--- config.mk ---
export PLATFORM = sky130hd
export DESIGN_NAME = accu_group
export DESIGN_NICKNAME = d
export VERILOG_FILES = /design/src/rtl/accu_group.sv
export SDC_FILE = /design/constraint.sdc
export NUM_CORES = 1
export LEC_CHECK = 0
export ABC_AREA = 1
export CAP_MARGIN = 20
export CORE_MARGIN = 1
export CORE_UTILIZATION = 47
export CTS_CLUSTER_DIAMETER = 30
export DETAILED_ROUTE_END_ITERATION = 10
export GPL_ROUTABILITY_DRIVEN = 0
export PLACE_DENSITY = 0.75
export SYNTH_ARGS = -nofsm -noshare
export SYNTH_HDL_FRONTEND = slang
export SYNTH_SLANG_ARGS = --single-unit
--- constraint.sdc ---
create_clock -name clk -period 1.55 [get_ports clk]
set_input_delay 0.31 -clock clk [delete_from_list [all_inputs] [get_ports clk]]
set_output_delay 0.31 -clock clk [all_outputs]
set_load 0.05 [all_outputs]
--- src/rtl/accu_group.sv ---
// Group accumulator: sums up to GROUP_N samples per group, early close on last_in.
// Ready/valid on both sides; the result sits in a held output register.
module accu_group #(
  parameter int DATA_W  = 8,
  parameter int GROUP_N = 4,
  parameter bit SIGNED  = 1'b0,
  localparam int OUT_W  = DATA_W + $clog2(GROUP_N),
  localparam int CNT_W  = $clog2(GROUP_N + 1)
) (
  input  logic              clk,
  input  logic              rst_n,
  input  logic              valid_in,
  output logic              ready_in,
  input  logic [DATA_W-1:0] data_in,
  input  logic              last_in,
  output logic              valid_out,
  input  logic              ready_out,
  output logic [OUT_W-1:0]  data_out,
  output logic [CNT_W-1:0]  count_out
);

  logic [OUT_W-1:0] acc;
  logic [CNT_W-1:0] cnt;
  logic [OUT_W-1:0] ext;
  logic [OUT_W-1:0] sum;
  logic             sign_bit;
  logic             closing;
  logic             accept;
  logic             close;

  assign sign_bit = SIGNED ? data_in[DATA_W-1] : 1'b0;
  assign ext      = {{(OUT_W-DATA_W){sign_bit}}, data_in};
  assign sum      = acc + ext;

  // A closing beat needs the output register; other beats never do.
  assign closing  = (cnt == CNT_W'(GROUP_N - 1)) || last_in;
  assign ready_in = !(valid_out && !ready_out && closing);
  assign accept   = valid_in && ready_in;
  assign close    = accept && closing;

  always_ff @(posedge clk or negedge rst_n) begin
    if (!rst_n) begin
      acc <= '0;
      cnt <= '0;
    end else if (close) begin
      acc <= '0;
      cnt <= '0;
    end else if (accept) begin
      acc <= sum;
      cnt <= cnt + CNT_W'(1);
    end
  end

  always_ff @(posedge clk or negedge rst_n) begin
    if (!rst_n) begin
      valid_out <= 1'b0;
      data_out  <= '0;
      count_out <= '0;
    end else if (close) begin
      valid_out <= 1'b1;
      data_out  <= sum;
      count_out <= cnt + CNT_W'(1);
    end else if (ready_out) begin
      valid_out <= 1'b0;
    end
  end

endmodule
==> metrics.txt <==
CTS Buf Count 3; Synth area leaders dfrtp_1 (44%), nand2_1 (15%), ha_1 (8.1%); Die Y 59.29 µm; WS Path Type register to primary output; Mapped Nets 207; final worst-path cycle share 112.1%; Relative slew margins 76.52%; area fraction of the dominant cell type after synthesis 43.80%; Core Area 0.003078 mm²; post-synthesis area per instance 8.430 µm²; PwrDens 1722 mW/mm²; final setup slack of the worst path -0.1883 ns; WP data required 1.24 ns; Hold-fix buffers, CTS 0; CTS tree done; Die X 59.29 µm; post-synthesis xor/xnor area fraction 1.703%; reg2reg path depth 12; depth of the CTS H-tree 1; first-pass GRT wire length 6555 µm; YS warnings 0; Final Hold Fails 0; buffers from clock root to sink, at most 2; # Max-Cap Violations 0; CP startpoint kind register; Yosys reg bits 27; largest family of logic cells by synthesized area simple AND/OR/NAND/NOR gates; Port-buffer cells 27; setup slack after placement -0.5610 ns; Hold Path Class input pin to asynchronous set/reset pin; Placed Instance Area 0.002171 mm²; die footprint 0.003515 mm²; Seq/Total Area, Yosys 43.80%; starting DRC count in detailed routing 41; final setup fails 24; post-synth top area cell dfrtp_1; num ports 28; Clk Latency, worst-skew pair 0.34 ns; Rows 20; Max FO, Critical Path 2; P_leak 1.184 nW; dominant register cell in the synthesized netlist dfrtp_1; nets@finish 263; synth cell count leaders nand2_1 (63), dfrtp_1 (27), inv_1 (19); root buf cell clkbuf_4; worst-margin pin slew 0.3523 ns; Clock Pin Slew Worst Setup and Hold Paths 0.15 ns; routed vias/inst 5.103; Initial Utilization 50.12%; post-route design area 0.002365 mm²; Layout Cells excl Fill 282; vias in the first global route 1500; clk_skew 0.005036 ns; First-pass DRT Iterations 4; Setup TNS -2.283 ns; Placed Instances 272; Synth async-reset ratio 100.0%; Post-synth EDFFs 0; CP Capture Type primary output; Mapped Area 0.001543 mm²; post-route ant nets 0; routed len/inst 14.29 µm; Achievable Freq 0.5753 GHz; Routed WL 4031 µm; total gr overflow 0; Post-Synth Adder-Cell Area 9.408%; DRC 0; Post-Syn Instances 183; synth unique cells 26; post-synthesis mux area share 0%; share of cells above drive strength 1 32.77%; largest net degree at the start of global routing 28; violated checks setup timing; clock sink count 27; Total GRT Usage 25.57%; post-synthesis simple-gate area fraction 27.49%; HPWL after detailed placement 2771 µm; most numerous cell in the Yosys netlist nand2_1; initial antenna violation count 0; crit path time final 1.738 ns; via count 1439; Compound-Gate Fraction of Synth Area 9.813%; WP data arrival 1.43 ns; Max IR drop VDD 0.001349 V; ANT cells 0; Slew Limit Fails 0; status complete, but fails checks; P&R area growth vs syn 53.28%; RSZ-0062 raised after global routing yes
-- cell usage in the layout, fill, tap and decap left out, drive strengths merged, types with 2 or more instances in the layout --
cell	n
clkbuf	3
nor2	8
inv	22
nand3	16
ha	10
clkdlybuf4s50	11
nand2	66
o22ai	2
dfrtp	27
a21oi	5
nand3b	3
o21ai	13
xnor2	3
buf	41
-- report_power, final --
group          switching (W)  internal [W]  leakage (nW)
logic                0.00135       0.00122         0.824
clock network       0.000221     0.0000991        0.0139
registers           0.000241      0.000946         0.346
total                0.00181       0.00226          1.18
-- metal layers --
layer / vias up / track usage (%) / wire length, µm
met5: - / 0 / 0
met4: 0 / 12.93 / 104
met3: 9 / 2.838 / 135
met2: 49 / 47.83 / 2176
met1: 686 / 28.19 / 1614
li1: 695 / - / -
-- path summary, 6_finish.rpt --
check	from	slack, ns	endpoint
setup / recovery	cnt[1]	-0.19	ready_in
hold / removal	rst_n	0.34	valid_out
setup reg to reg	cnt[1]	-0.15	data_out[4]
hold reg to reg	acc[5]	0.52	acc[5]
max in group asynchronous	rst_n	0.95	acc[2]
min in group clk	data_in[0]	0.48	data_out[0]
-- worst max-delay path, stage by stage, from the launching register on --
cell and delay [ns]:
dfrtp_1 0.42, ha_2 0.20, ha_4 0.15, inv_2 0.06, nand2_4 0.05, nand3_4 0.07
buf_12 0.14
-- metrics by stage --
stage	utilization, %	hold WS, ns	power (W)
2_1_floorplan	-	0.01441	0.002412
3_3_place_gp	70.53	0.4681	0.003471
3_5_place_dp	70.53	0.4888	0.003535
4_1_cts	75.28	0.3536	0.003965
5_1_grt	76.83	0.3623	0.004308
6_report	76.83	0.3448	0.004072
-- logic make-up after synthesis --
| logic type | Yosys count |
|---|---|
| compound gates | 23 |
| xor+xnor | 3 |
| simple gates | 94 |
| fa+ha+maj | 11 |
| flops | 27 |
| buf+inv | 25 |
-- final cells by class --
class	count	area, µm²
clock buffers	3	22.52
clock inverters	1	7.507
fillers	213	713.2
inverters	22	87.58
multi-input cells	131	845.8
flip-flops and latches	27	675.6
well taps	44	55.05
repair buffers	54	670.6
-- registers in the layout, indices dropped and copies added, names as in the netlist --
| register | flops |
|---|---|
| data_out | 10 |
| count_out | 3 |
| cnt | 3 |
| valid_out | 1 |
| acc | 10 |
-- repair_timing --
action,4_1_cts,5_1_grt
hold endpoints to repair,0,0
pin swaps,10,3
buffers inserted,3,2
endpoints found under the setup margin,16,28
cloned,1,0
gates resized for setup,14,10
(Power assumes the default switching activity.)
==> RTL edit (same settings) <==
Reset style: synchronous (`rst_n`), changed in 2 clocked blocks.
--- a/src/rtl/accu_group.sv
+++ b/src/rtl/accu_group.sv
@@ -40,3 +40,3 @@
 
-  always_ff @(posedge clk or negedge rst_n) begin
+  always_ff @(posedge clk) begin
     if (!rst_n) begin
@@ -53,3 +53,3 @@
 
-  always_ff @(posedge clk or negedge rst_n) begin
+  always_ff @(posedge clk) begin
     if (!rst_n) begin
Check against the original RTL: differs if rst_n is asserted again (counterexample within 4 cycles, from zero or initial values and one cycle with rst_n low); with rst_n held inactive, the same outputs for 10 cycles.
==> RTL edit against the unedited design <==
Worst setup slack worse by 0.032 ns. Critical path depth is 1 lower. Largest cell class unchanged. Core utilization is 3.0 points higher. Critical endpoint unchanged. Area after synthesis is 2.0% lower. Die area is 1.9% lower. Routed wire length is 6.9% lower. Sequential cell count stayed put. The flow still finishes with violations (setup timing). Final area is 3.1% higher. Highest routed layer unchanged.
Power is not compared: it rests on default switching activity, and its combinational part moved more than twofold at a synthesized area within 25%.
==> RTL edit: results (changes against the unedited design) <==
| Metric | Value |
|---|---|
| Total Nets Final | 287 (+9.1%) |
| Port-buffer cells | 27 (unchanged) |
| Final setup violation count | 24 (unchanged) |
| Sequential element share of the synthesized area | 35.76% (-8.0 points) |
| DR vias/cell | 4.853 (-4.9%) |
| Main flop type after synthesis | dfxtp_1 |
| Failing checks | setup timing |
| CTS Buf Count | 3 (unchanged) |
| Drt initial violations | 35 (-15%) |
| Ys async rst share | 0% (-100 points) |
| Mapped Cells | 198 (+8.2%) |
| Max clock buf depth | 2 (unchanged) |
| Tot GR Track Use | 21.24% (-4.3 points) |
| Initial antenna violation count | 0 (unchanged) |
| Syn Nets | 222 (+7.2%) |
| Post-Route WL | 3753 um (-6.9%) |
| Later-pin clock latency in the skew report | 0.34 ns (about the same) |
| WP data arrival | 1.46 ns (+0.03 ns) |
| Synth cell count leaders | nand2_1 (51), dfxtp_1 (27), inv_1 (24) |
| Clock skew | 0.01097 ns (+0.005935 ns) |
| First-pass GRT wire length | 5582 um (-15%) |
| Fill count | 202 (-5.2%) |
| Outcome | finished, violations left |
| Clock-pin slew on the worst setup and hold paths | 0.16 ns |
| Fin cells | 306 (+8.5%) |
| Antenna cells | 0 (unchanged) |
| DP HPWL | 2478 um (-11%) |
| Layout cells sized above 1 | 40.46% (+7.7 points) |
| Distinct cell type count after synthesis | 31 (+19%) |
| Worst slew pin tran | 0.4906 ns (+0.1383 ns) |
| Ys Warns | 0 (unchanged) |
| Pin count of the biggest net entering global routing | 17 (-39%) |
| Crit Path Max Fanout | 2 (unchanged) |
| Pre-CTS WS | -0.5811 ns (-0.02006 ns) |
| Hold Path Class | reg2reg |
| Area contributors post-synth | dfxtp_1 (36%), nand2_1 (13%), ha_1 (8.3%), inv_1 (6.0%), nand3_1 (4.6%) |
| Static Leakage | ~1.1 nW |
| Vias in the first global route | 1349 (-10%) |
| Largest registers | acc x10, data_out x10 |
| # H-tree levels | 1 (unchanged) |
| Root buf cell | clkbuf_4 |
| Pre-antenna DRT Iters | 4 (unchanged) |
| Slack of the critical path | -0.2205 ns (-0.03217 ns) |
| Initial Util | 49.51% (-0.61 points) |
| Worst VDD drop | 0.0007416 V |
## RTL edit: cell count changes in the layout (fill, tap and decap cells not counted), moves of 8 or more
cell / before / now
buf_4: 23 / 34
nand2_2: 2 / 10
dfrtp_1: 27 / 0
dfxtp_1: 0 / 23
nand3_1: 15 / 7
nand2_1: 61 / 42
## RTL edit: metal layers
layer	GRT usage (%)	share of wire, %	vias to the layer above
met5	0	0	-
met4	3.061	0.35	0
met3	4.615	3.3	2
met2	37.93	49	29
met1	26.81	47	685
li1	-	-	769
## RTL edit: kinds of logic after synthesis
group	after synthesis	share of synthesized area [%]
buf+inv	30	9.686
flops	27	35.76
compound gates	33	13.83
xor+xnor	3	1.739
fa+ha+maj	11	9.603
simple gates	94	29.39
## RTL edit: metrics by stage
stage | TNS (ns) | util [%] | hold slack (ns) | power [mW] | cell area, sq um
after CTS | -1.117 | 73.07 | 0.4789 | 1.695 | 2231
after floorplan | -0.06147 | - | 0.4417 | 1.130 | 1570
final | -2.760 | 79.84 | 0.4891 | 1.776 | 2437
after detailed placement | -7.869 | 69.80 | 0.4534 | 1.351 | 2131
after global routing | -4.484 | 79.84 | 0.4997 | 1.870 | 2437
after global placement | -7.397 | 69.80 | 0.4460 | 1.343 | 2131
## RTL edit: layout make-up
type / instances / area share [%]
clock buffer: 3 / 0.9240
inverter: 27 / 5.390
sequential: 27 / 22.38
clock inverter: 1 / 0.3080
tap: 44 / 2.259
timing repair inverter: 1 / 0.3593
timing repair buffer: 61 / 25.62
multi-input combinational: 142 / 42.76
## RTL edit: path summary, 6_finish.rpt
check	start	endpoint	slack, ns	cells past startpoint
worst max register to register	cnt[0]	cnt[2]	-0.21	9
worst min register to register	acc[2]	acc[2]	0.49	2
worst min-delay path	acc[2]	acc[2]	0.49	2
worst max-delay path	cnt[0]	ready_in	-0.22	5
## RTL edit: report_power, final
part / internal (mW) / switching, mW / total (mW)
combinational: 0.304 / 0.367 / 0.671
sequential: 0.742 / 0.0375 / 0.780
clock: 0.0991 / 0.226 / 0.325
## RTL edit: repair_timing
item | 4_1_cts | 5_1_grt
cloned | 1 | 1
resized for setup | 17 | 39
pin swaps | 7 | 12
setup buffers | 2 | 5
endpoints found under the setup margin | 17 | 27
## RTL edit: worst max-delay path, stage by stage (launching register included)
cell	delay [ns]
dfxtp_2	0.37
ha_4	0.16
ha_4	0.14
or2_4	0.24
nand3_4	0.08
buf_12	0.14
